$ cat config.mk
export PLATFORM = sky130hd
export DESIGN_NAME = gs_lsu
export DESIGN_NICKNAME = d
export VERILOG_FILES = /design/src/rtl/gs_lsu.sv
export SDC_FILE = /design/constraint.sdc
export NUM_CORES = 1
export LEC_CHECK = 0
export BUFFER_PORTS_ARGS = -buffer_cell sky130_fd_sc_hd__buf_2
export CAP_MARGIN = 0
export CORE_UTILIZATION = 35
export CTS_BUF_LIST = sky130_fd_sc_hd__clkbuf_8
export CTS_CLUSTER_SIZE = 25
export DETAILED_ROUTE_END_ITERATION = 8
export GPL_TIMING_DRIVEN = 0
export HOLD_SLACK_MARGIN = 0.12
export PLACE_DENSITY = 0.72
export SLEW_MARGIN = 20
export SYNTH_ARGS = -nofsm -noshare
export SYNTH_HDL_FRONTEND = slang
export SYNTH_SLANG_ARGS = --single-unit
$ cat constraint.sdc
create_clock -name clk -period 3.95 [get_ports clk]
set_input_delay 0.395 -clock clk [delete_from_list [all_inputs] [get_ports clk]]
set_output_delay 0.395 -clock clk [all_outputs]
set_load 0.01 [all_outputs]
$ cat src/rtl/gs_lsu.sv
`default_nettype none
// ============================================================================
// Module   : gs_lsu
// Brief    : Load/store unit between EX and a req/gnt/rvalid data bus.
//            Generates byte enables and lane-aligned store data, and aligns
//            and sign/zero-extends load data for write-back. Exactly one
//            bus transaction can be in flight at a time.
// Revision : 1.0 - initial release
// ============================================================================
module gs_lsu #(
    parameter int ADDR_SIZE = 32,
    parameter int WORD_SIZE = 32,
    parameter int BYTES     = 4
) (
    input  logic                 clk,
    input  logic                 rst,
    input  logic                 ex_valid_i,
    input  logic                 ex_MemRead_i,
    input  logic                 ex_MemWrite_i,
    input  logic [ADDR_SIZE-1:0] ex_addr_i,
    input  logic [WORD_SIZE-1:0] ex_wdata_i,
    input  logic [1:0]           ex_size_i,
    input  logic                 ex_unsigned_i,
    input  logic                 flush_i,
    output logic                 lsu_ready_o,
    output logic                 data_req_o,
    output logic                 data_we_o,
    output logic [BYTES-1:0]     data_be_o,
    output logic [ADDR_SIZE-1:0] data_addr_o,
    output logic [WORD_SIZE-1:0] data_wdata_o,
    input  logic                 data_gnt_i,
    input  logic                 data_rvalid_i,
    input  logic [WORD_SIZE-1:0] data_rdata_i,
    output logic                 lsu_rvalid_o,
    output logic                 lsu_busy_o,
    output logic [WORD_SIZE-1:0] lsu_rdata_o,
    output logic                 lsu_misalign_o
);

    localparam int OFF_W = $clog2(BYTES);

    typedef enum logic [1:0] {
        S_IDLE = 2'd0,
        S_REQ  = 2'd1,
        S_WAIT = 2'd2
    } state_t;

    state_t               state_q;
    logic [ADDR_SIZE-1:0] addr_q;
    logic                 we_q;
    logic [BYTES-1:0]     be_q;
    logic [WORD_SIZE-1:0] wdata_q;
    logic [1:0]           size_q;
    logic                 unsigned_q;
    logic [OFF_W-1:0]     off_q;
    logic                 rvalid_q;
    logic [WORD_SIZE-1:0] rdata_q;
    logic                 misalign_q;

    logic                 accept_d;
    logic                 misalign_d;
    logic [OFF_W-1:0]     off_d;
    logic [BYTES-1:0]     be_d;
    logic [WORD_SIZE-1:0] wdata_d;
    logic [WORD_SIZE-1:0] shifted_d;
    logic [WORD_SIZE-1:0] load_d;

    assign off_d    = ex_addr_i[OFF_W-1:0];
    assign accept_d = ex_valid_i & (ex_MemRead_i | ex_MemWrite_i) & ~flush_i;

    // Decode the incoming op: alignment check, byte lanes and replicated store data.
    always_comb begin
        misalign_d = 1'b0;
        be_d       = '1;
        wdata_d    = ex_wdata_i;
        case (ex_size_i)
            2'b00: begin
                be_d    = {{(BYTES-1){1'b0}}, 1'b1} << off_d;
                wdata_d = {BYTES{ex_wdata_i[7:0]}};
            end
            2'b01: begin
                misalign_d = off_d[0];
                be_d       = {{(BYTES-2){1'b0}}, 2'b11} << off_d;
                wdata_d    = {(BYTES/2){ex_wdata_i[15:0]}};
            end
            2'b10: begin
                misalign_d = (off_d != '0);
            end
            default: begin
                misalign_d = 1'b1;
            end
        endcase
    end

    // Shift the addressed lane down to bit 0 and extend to a full word.
    always_comb begin
        shifted_d = data_rdata_i >> {off_q, 3'b000};
        case (size_q)
            2'b00:   load_d = {{(WORD_SIZE-8){~unsigned_q & shifted_d[7]}}, shifted_d[7:0]};
            2'b01:   load_d = {{(WORD_SIZE-16){~unsigned_q & shifted_d[15]}}, shifted_d[15:0]};
            default: load_d = shifted_d;
        endcase
    end

    // Transaction FSM; the op is latched on acceptance so EX may move on freely.
    always_ff @(posedge clk or negedge rst) begin
        if (!rst) begin
            state_q    <= S_IDLE;
            addr_q     <= '0;
            we_q       <= 1'b0;
            be_q       <= '0;
            wdata_q    <= '0;
            size_q     <= 2'b00;
            unsigned_q <= 1'b0;
            off_q      <= '0;
            rvalid_q   <= 1'b0;
            rdata_q    <= '0;
            misalign_q <= 1'b0;
        end else begin
            rvalid_q   <= 1'b0;
            misalign_q <= 1'b0;
            case (state_q)
                S_IDLE: begin
                    if (accept_d) begin
                        if (misalign_d) begin
                            misalign_q <= 1'b1;
                        end else begin
                            addr_q     <= {ex_addr_i[ADDR_SIZE-1:OFF_W], {OFF_W{1'b0}}};
                            we_q       <= ex_MemWrite_i;
                            be_q       <= be_d;
                            wdata_q    <= wdata_d;
                            size_q     <= ex_size_i;
                            unsigned_q <= ex_unsigned_i;
                            off_q      <= off_d;
                            state_q    <= S_REQ;
                        end
                    end
                end
                S_REQ: begin
                    if (data_gnt_i) begin
                        state_q <= S_WAIT;
                    end
                end
                S_WAIT: begin
                    if (data_rvalid_i) begin
                        state_q <= S_IDLE;
                        if (!we_q) begin
                            rvalid_q <= 1'b1;
                            rdata_q  <= load_d;
                        end
                    end
                end
                default: begin
                    state_q <= S_IDLE;
                end
            endcase
        end
    end

    assign lsu_ready_o    = (state_q == S_IDLE);
    assign lsu_busy_o     = (state_q != S_IDLE);
    assign data_req_o     = (state_q == S_REQ);
    assign data_we_o      = we_q;
    assign data_be_o      = be_q;
    assign data_addr_o    = addr_q;
    assign data_wdata_o   = wdata_q;
    assign lsu_rvalid_o   = rvalid_q;
    assign lsu_rdata_o    = rdata_q;
    assign lsu_misalign_o = misalign_q;

endmodule
`default_nettype wire

After elaboration in Yosys (flattened, before gate mapping) --
Index checks and enable logic that the tools add are counted.
Operators by class: shift-type cells 3, reductions and logical operators 8, equal/unequal tests 9, mux-type cells 15, bitwise operators 9
Operators by type and width (count):
- 32-bit one-hot mux with 2 select lines | 2
- 32-bit by 5-bit >> shifter with 32-bit output | 1
- 2-bit two-way mux | 4
- 4-bit one-hot mux with 2 select lines | 1
- 2-bit by 1-bit == test with 1-bit output (second input constant) | 3
- 2-bit logical NOT | 3
- 1-bit two-way mux | 6
- 2-bit one-hot mux with 3 select lines | 1
- 3-bit AND reduction | 2
- 1-bit AND | 4
- 2-bit == test (second input constant) | 2
- 2-bit by 1-bit != test with 1-bit output (second input constant) | 2
- 2-bit != test (second input constant) | 2
- 1-bit inverter | 4
- 4-bit AND reduction | 1
- 2-bit nonzero test | 2
- 1-bit by 2-bit << shifter with 4-bit output (first input constant) | 1
- 2-bit by 2-bit << shifter with 4-bit output (first input constant) | 1
- 1-bit one-hot mux with 3 select lines | 1
- 1-bit bitwise OR | 1
Word-level totals: output and inout bits 106, word-level logic and storage cells 55, register bits after elaboration 108, input port bits 107

Depth between registers and ports, before layout --
Gate-level depths: netlist (run 1).
word-level depth 5, depth in mapped cells 7, depth with buffers taken out 4

Least setup slack after synthesis (run 1) --
OpenSTA, ideal clock, no wires.
path kind in2reg, from in ex_addr_i[0], to reg addr_q[12], in the netlist data_addr_o[12], buffers on the path 3, stages 6, setup slack 2178 ps, required time 3825 ps, library setup time 125 ps, arrival 1648 ps, cells stage by stage clkbuf_1 > a21oi_1 > o221ai_2 > buf_2 > buf_6 > mux2_2
On the way: longest elaborated chain between the ends 4
RTL lines:
- start, declared | RTL line 20 | input logic [ADDR_SIZE-1:0] ex_addr_i,
- 2-bit nonzero test | RTL line 87 | misalign_d = (off_d != '0);
- 1-bit one-hot mux with 3 select lines (*) | RTL line 76 | case (ex_size_i)
- 1-bit inverter (no source line) (*)
- 3-bit AND reduction (no source line) (*)
- end signal, assigned | RTL line 128 | addr_q <= {ex_addr_i[ADDR_SIZE-1:OFF_W], {OFF_W{1'b0}}};
- end, declared | RTL line 49 | logic [ADDR_SIZE-1:0] addr_q;
Mark *: on every way between the ends. The rest lies on a longest branch, timed or not. A chain may end at the register's enable or synchronous reset.

Final worst setup path (run 1) --
from reg state_q[1], to reg wdata_q[31], in the netlist data_wdata_o[31]
On the way: longest elaborated chain between the ends 2
RTL lines:
- start, declared | RTL line 48 | state_t state_q;
- start signal, assigned | RTL line 108 | state_q <= S_IDLE;
- start signal, assigned | RTL line 135 | state_q <= S_REQ;
- start signal, assigned | RTL line 141 | state_q <= S_WAIT;
- 2-bit logical NOT | RTL line 122 | case (state_q)
- 3-bit AND reduction (no source line)
- end signal, assigned | RTL line 131 | wdata_q <= wdata_d;
- end, declared | RTL line 52 | logic [WORD_SIZE-1:0] wdata_q;
Every way passes these cells.

==> out/metrics.csv, run 1 <==
stage;metric;value;unit
pwr;p_leak;3.299;nW
run_status;status;finished clean;
grt;grt.total_usage;20.11;%
pwr;p_sw;0.001368;W
finish;nNetsFinal;776;
setup_path;r2r_setup_slack;1.93;ns
synth;synth.distinct_cells;38;
route;wl_met3;1.224;mm
route;wl_met1;6.082;mm
floorplan;die_h;121.6;um
route;drtIter0Drc;204;
cts;cts.repair.resized;0;
place;io_buffer_count;207;
floorplan;die_x;121.6;um
route;wl_met2;7.045;mm
finish;post-route-cell-area;6496;um2
finish;antenna_cells;0;
cts;clock_sinks;108;
synth;ys_ff_latch;108;
setup_path;cp-end-kind;register;
grt;grt_max_degree;59;
setup_path;arrival;2.27;ns
cts;clk_pin_slew;0.11;ns
pwr;netSwitchingFraction;36.71;%
finish;fillers;1336;
synth;synthFlopType;dfrtp_1;
place;place_congestion;0.8610;
timing;finalCriticalPeriod;2.023;ns
grt;grt-ovfl-total;0;
min_path;hold_depth;2;
finish;layout_common_cells;buf_2 (217), dfrtp_1 (108), mux2_2 (52), nand2_1 (46), o21ai_0 (45);
timing;hold_violations;0;
synth;syn_area_per_cell;11.17;um2
place;dpl_worst_slack;1.659;ns
route;top_layer_used;met4;
floorplan;io-pin-count;213;
timing;layout_setup_ws;1.927;ns
cts;cts_hold_buf;1;
setup_path;worstSetupPathType;reg2reg;
setup_path;cp_max_fo;10;
synth;synth_edf_count;0;
synth;yosysWarningCount;0;
cts;cts_made_buffers;9;
setup_path;start_kind;register;
cts;htree_levels;3;
finish;ff_latch_area;2703;um2
floorplan;die_area;14780;um2
pwr;seqPwrFrac;45.2;%
timing;finalSetupViolCount;0;
finish;final_common_cell;buf_2;
grt;grt_pass1_vias;4289;
route;routed_via_density;5.117;
timing;post-route-period-util;51.21;%
timing;rsz0062_at_grt;no;
place;post-dp-hpwl;10.94;mm
cts;clockBufferDepth;2;
timing;fmax;494.4;MHz
pwr;vdd_drop_max;0.0002856;V
floorplan;start_util;35.92;%
grt;antenna_found_initial;0;
synth;synth-seq-area-share;54.00;%
setup_path;r2r_cells;6;
cts;cts_tree;built;
timing;fin_tns_setup;0;ns
place;place_inst;837;
pwr;power.internal;0.002358;W
synth;syn_area;5005;um2
route;dr.pass1.iters;4;
pwr;clkPwrFrac;17.6;%
route;routedWlPerCell;17.20;um
pwr;power_frac_comb;37.1;%
min_path;holdCritPathClass;in2reg;
timing;fin_skew;0.006710;ns
timing;drv_slew;0;
finish;stdcell_count;854;
grt;grt_pass1_wl;22.49;mm
route;drcViolationCount;0;
finish;drive_above_1_share;44.51;%
finish;multi_input_area;2123;um2
place;place_area;6304;um2
floorplan;rows;43;
cts;ctsRootBufferMaster;clkbuf_8;
cts;clk_latency;0.38;ns
finish;syn_to_final_growth;29.80;%
pwr;powerDensity;573.6;nW/um2
timing;worstMarginPinSlew;1.039;ns
run;cap_violations;0;
route;drtAntennaViolNets;0;
route;vias;4370;
synth;synthArstFlopShare;100.0;%
floorplan;core_area;13930;um2
cts;post_cts_buffers;0;
synth;synthCells;448;
route;totalWireLength;14.69;mm
timing;maxSlewHeadroom;30.47;%
setup_path;required;4.20;ns
state kept, by name, indices dropped and copies added (netlist names):
name / cells
off_q: 2
data_wdata_o: 32
data_we_o: 1
size_q: 2
data_addr_o: 30
lsu_misalign_o: 1
data_be_o: 4
unsigned_q: 1
lsu_rvalid_o: 1
lsu_rdata_o: 32
state_q: 2
final timing paths:
kind	startpoint	to
max	state_q[1]$_DFFE_PN0P_	data_wdata_o[31]$_DFFE_PN0P_
min	data_gnt_i	state_q[0]$_DFFE_PN0P_
max reg2reg	state_q[1]$_DFFE_PN0P_	data_wdata_o[31]$_DFFE_PN0P_
min reg2reg	data_wdata_o[10]$_DFFE_PN0P_	data_wdata_o[10]$_DFFE_PN0P_
max in group asynchronous	rst	data_wdata_o[31]$_DFFE_PN0P_
min in group asynchronous	rst	lsu_rdata_o[6]$_DFFE_PN0P_
layer usage:
metal / track usage (%) / vias to the layer above
met5: 0 / -
li1: - / 2003
met2: 33.52 / 217
met4: 9.105 / 0
met1: 24.42 / 2127
met3: 5.150 / 23
cells in the mapped netlist, types with 2 or more instances:
library cell / n / area share (%)
a21oi_1: 24 / 2.4
a221o_1: 8 / 1.6
and2_1: 7 / 0.87
buf_1: 3 / 0.22
buf_2: 11 / 1.1
buf_4: 3 / 0.45
buf_6: 3 / 0.67
clkbuf_1: 13 / 0.98
dfrtp_1: 108 / 54
inv_1: 2 / 0.15
mux2_2: 52 / 12
mux2i_1: 42 / 8.4
nand2_1: 46 / 3.5
nand2b_1: 3 / 0.38
nand3_1: 16 / 1.6
nor2_1: 34 / 2.5
nor2b_1: 2 / 0.25
nor3_1: 2 / 0.20
nor3_2: 2 / 0.40
o211ai_1: 2 / 0.30
o21ai_0: 45 / 4.5
o311ai_0: 3 / 0.53
or2_2: 2 / 0.25
cell type report:
type                       count  area share, %
buffer                        33          2.639
clock buffer                   9          1.907
clock inverter                 7         0.9052
inverter                       3         0.1733
multi-input combinational    305          32.68
sequential                   108          41.60
tap                          180          3.467
timing repair buffer         209          16.62
worst max-delay path: stages, from the launching register on:
cell,delay [ns]
dfrtp_1,0.46
nor4b_4,0.41
o221ai_2,0.26
buf_2,0.29
buf_2,0.25
nand2_1,0.11
o21ai_0,0.10
cell families (layout without fill, tap and decap cells):
| family | count (synthesis) | in the layout | share of synthesized area [%] |
|---|---|---|---|
| xor gates and xnor gates | 1 | 1 | 0.1750 |
| DFF | 108 | 108 | 54.00 |
| other | 1 | 2 | 0.07493 |
| buffers and inverters | 36 | 261 | 3.650 |
| AOI/OAI and AO/OA | 87 | 87 | 10.35 |
| and+or+nand+nor | 120 | 120 | 11.20 |
| muxes | 95 | 95 | 20.55 |
power groups by stage:
stage	sequential (W)	clock, W	combinational [W]
detailed placement	0.00170	0	0.00139
CTS	0.00168	0.000684	0.00139
global placement	0.00169	0	0.00136
finish	0.00168	0.000658	0.00138
global route	0.00173	0.000722	0.00152
floorplan	0.00185	0	0.000597
through the flow:
stage / hold WS (ns) / total power, W / utilization (%)
2_1_floorplan: 0.09941 / 0.002451 / -
3_3_place_gp: 0.4581 / 0.003050 / 44.99
3_5_place_dp: 0.3735 / 0.003093 / 45.24
4_1_cts: 0.1807 / 0.003762 / 46.62
5_1_grt: 0.2034 / 0.003967 / 46.62
6_report: 0.2010 / 0.003726 / 46.62
Note: power is estimated with default switching activity, not from simulation.
==> run 2: changes to the inputs <==
==> constraint.sdc (replaced) <==
create_clock -name clk -period 2.05 [get_ports clk]
set_input_delay 0.205 -clock clk [delete_from_list [all_inputs] [get_ports clk]]
set_output_delay 0.205 -clock clk [all_outputs]
set_load 0.01 [all_outputs]
==> run 2 against run 1 <==
Against the previous run: clock power up 95%; register-to-register slack got worse by 1.9 ns; power up 97%; critical path depth stayed put; worst hold slack worse by 0.061 ns; utilization is 4.9 points higher; critical path type unchanged; highest routed layer unchanged.
==> out/metrics.csv, run 2 (synthesis gave the netlist of run 1 again) <==
stage;metric;value;unit;change
run_status;status;finished clean;;
timing;fin_skew;0.007840;ns;+0.001130 ns
cts;clockBufferDepth;2;;unchanged
timing;finalSetupViolCount;0;;unchanged
setup_path;slowest_stage;dfrtp_1;;
setup_path;rr_endpoint;data_wdata_o[31]$_DFFE_PN0P_;;
route;routedWlPerCell;17.45;um;+1.5%
floorplan;rows;43;;unchanged
setup_path;critPathTopFamily;simple AND/OR/NAND/NOR gates;;
setup_path;r2r_cells;6;;unchanged
floorplan;die_x;121.6;um;unchanged
floorplan;io-pin-count;213;;unchanged
place;place_inst;837;;unchanged
route;drtIter0Drc;252;;+24%
grt;antenna_found_initial;0;;unchanged
cts;ctsRootBufferMaster;clkbuf_8;;
route;vias;4707;;+7.7%
grt;grt_max_degree;59;;unchanged
place;place_congestion;0.8610;;unchanged
finish;drive_above_1_share;40.62;%;-3.9 points
floorplan;start_util;35.92;%;unchanged
pwr;powerDensity;1023;nW/um2;+78%
setup_path;worstSetupPathType;reg2reg;;
grt;grt_pass1_vias;4841;;+13%
grt;grt-ovfl-total;0;;unchanged
finish;post-route-cell-area;7178;um2;+10%
min_path;hold_end;data_wdata_o[12]$_DFFE_PN0P_;;
grt;grt_pass1_wl;24.65;mm;+9.6%
setup_path;cp_max_fo;10;;unchanged
route;totalWireLength;16.07;mm;+9.4%
setup_path;r2r_setup_slack;0.07;ns;-1.85 ns
route;drcViolationCount;0;;unchanged
timing;finalCriticalPeriod;1.976;ns;-0.04705 ns
setup_path;required;2.30;ns;-1.90 ns
route;dr.pass1.iters;4;;unchanged
pwr;p_leak;3.585;nW;+8.7%
timing;fmax;506.1;MHz;+2.4%
cts;clock_sinks;108;;unchanged
route;drtAntennaViolNets;0;;unchanged
timing;fin_tns_setup;0;ns;unchanged
finish;antenna_cells;0;;unchanged
timing;hold_violations;0;;unchanged
timing;maxSlewHeadroom;27.08;%;-3.4 points
setup_path;arrival;2.22;ns;-0.05 ns
run;cap_violations;0;;unchanged
floorplan;core_area;13930;um2;unchanged
finish;stdcell_count;921;;+7.8%
timing;worstMarginPinSlew;1.090;ns;+0.05059 ns
place;io_buffer_count;207;;unchanged
cts;cts_tree;built;;
floorplan;die_area;14780;um2;unchanged
setup_path;crit_buf_inv;2;;unchanged
timing;post-route-period-util;96.38;%;+45 points
floorplan;die_h;121.6;um;unchanged
setup_path;start_kind;register;;
min_path;hold_depth;3;;+1
pwr;vdd_drop_max;0.0005529;V;+94%
route;routed_via_density;5.111;;-0.12%
setup_path;cp-end-kind;register;;
timing;drv_slew;0;;unchanged
cts;cts_made_buffers;9;;unchanged
setup_path;crit_chain;nor4b_4, o221ai_4, clkbuf_4, buf_2, nand2_1, o21ai_0;;
grt;grt.total_usage;21.89;%;+1.8 points
place;place_area;6304;um2;unchanged
finish;syn_to_final_growth;43.42;%;
timing;rsz0062_at_grt;no;;
finish;final_common_cell;buf_2;;
finish;nNetsFinal;843;;+8.6%
finish;layout_common_cells;buf_2 (216), dfrtp_1 (108), dlygate4sd3_1 (67), mux2_2 (52), nand2_1 (46);;
cts;clk_latency;0.39;ns;about the same
setup_path;max_stage_delay;0.46;ns;about the same
setup_path;r2r-start;state_q[0]$_DFFE_PN0P_;;
cts;htree_levels;3;;unchanged
place;post-dp-hpwl;10.94;mm;unchanged
cts;clk_pin_slew;0.11;ns;about the same
min_path;hp-start;ex_wdata_i[12];;
min_path;holdCritPathClass;in2reg;;
run 2: cell types whose count changed in the layout (fill, tap and decap cells not counted), sizes merged:
cell / delta
clkbuf: +1
dlygate4sd3: +66
run 2: per-layer routing:
layer / GRT usage (%) / vias up / wire (um)
li1: - / 2140 / -
met3: 5.056 / 34 / 1262
met4: 10.80 / 0 / 457
met5: 0 / - / 0
met1: 25.40 / 2297 / 6488
met2: 37.89 / 236 / 7865
run 2: layout make-up:
class                      instances  area (um2)
multi-input combinational        305        2135
clock inverter                     7       58.81
sequential                       108        2703
timing repair buffer             276        1748
buffer                            33       173.9
tap                              180       225.2
inverter                           3       11.26
clock buffer                       9       123.9
fill                            1218        6756
run 2: metrics by stage:
| step | util, % | hold slack, ns | total power, W | worst slack [ns] |
|---|---|---|---|---|
| final | 51.51 | 0.1404 | 0.007345 | 0.07429 |
| after global routing | 51.51 | 0.1349 | 0.007783 | 0.004570 |
| after detailed placement | 45.24 | 0.1835 | 0.005959 | -0.05089 |
| after CTS | 51.36 | 0.1204 | 0.007347 | 0.006541 |
| after floorplan | - | -0.09059 | 0.004723 | 0.3339 |
| after global placement | 44.99 | 0.4255 | 0.005876 | -0.5669 |
run 2: repair_timing:
action | 4_1_cts | 5_1_grt
hold buffers | 67 | 0
gates resized for setup | 0 | 2
setup buffers | 0 | 1
setup endpoints to repair | 0 | 23
endpoints found under the hold margin | 117 | 0
run 2: where the power goes:
part	internal (W)	leakage, nW	switching, W
clock network	0.000462	0.0872	0.000816
logic	0.00133	2.17	0.00148
registers	0.00284	1.33	0.000420
run 2: how the worst max path moves through the flow:
stage	startpoint	endpoint	depth (start not counted)
2_1_floorplan	off_q[1]$_DFFE_PN0P_	lsu_rdata_o[24]$_DFFE_PN0P_	5
3_3_place_gp	rst	data_wdata_o[5]$_DFFE_PN0P_	1
3_5_place_dp	ex_addr_i[0]	data_addr_o[20]$_DFFE_PN0P_	6
4_1_cts	state_q[1]$_DFFE_PN0P_	data_wdata_o[31]$_DFFE_PN0P_	6
5_1_grt	state_q[0]$_DFFE_PN0P_	data_wdata_o[31]$_DFFE_PN0P_	6
6_report	state_q[0]$_DFFE_PN0P_	data_wdata_o[31]$_DFFE_PN0P_	6
run 2: worst reg2reg max path, stage by stage (launching register included):
cell      delay [ns]
dfrtp_1         0.46
nor4b_4         0.41
o221ai_4        0.23
clkbuf_4        0.28
buf_2           0.24
nand2_1         0.11
o21ai_0         0.11
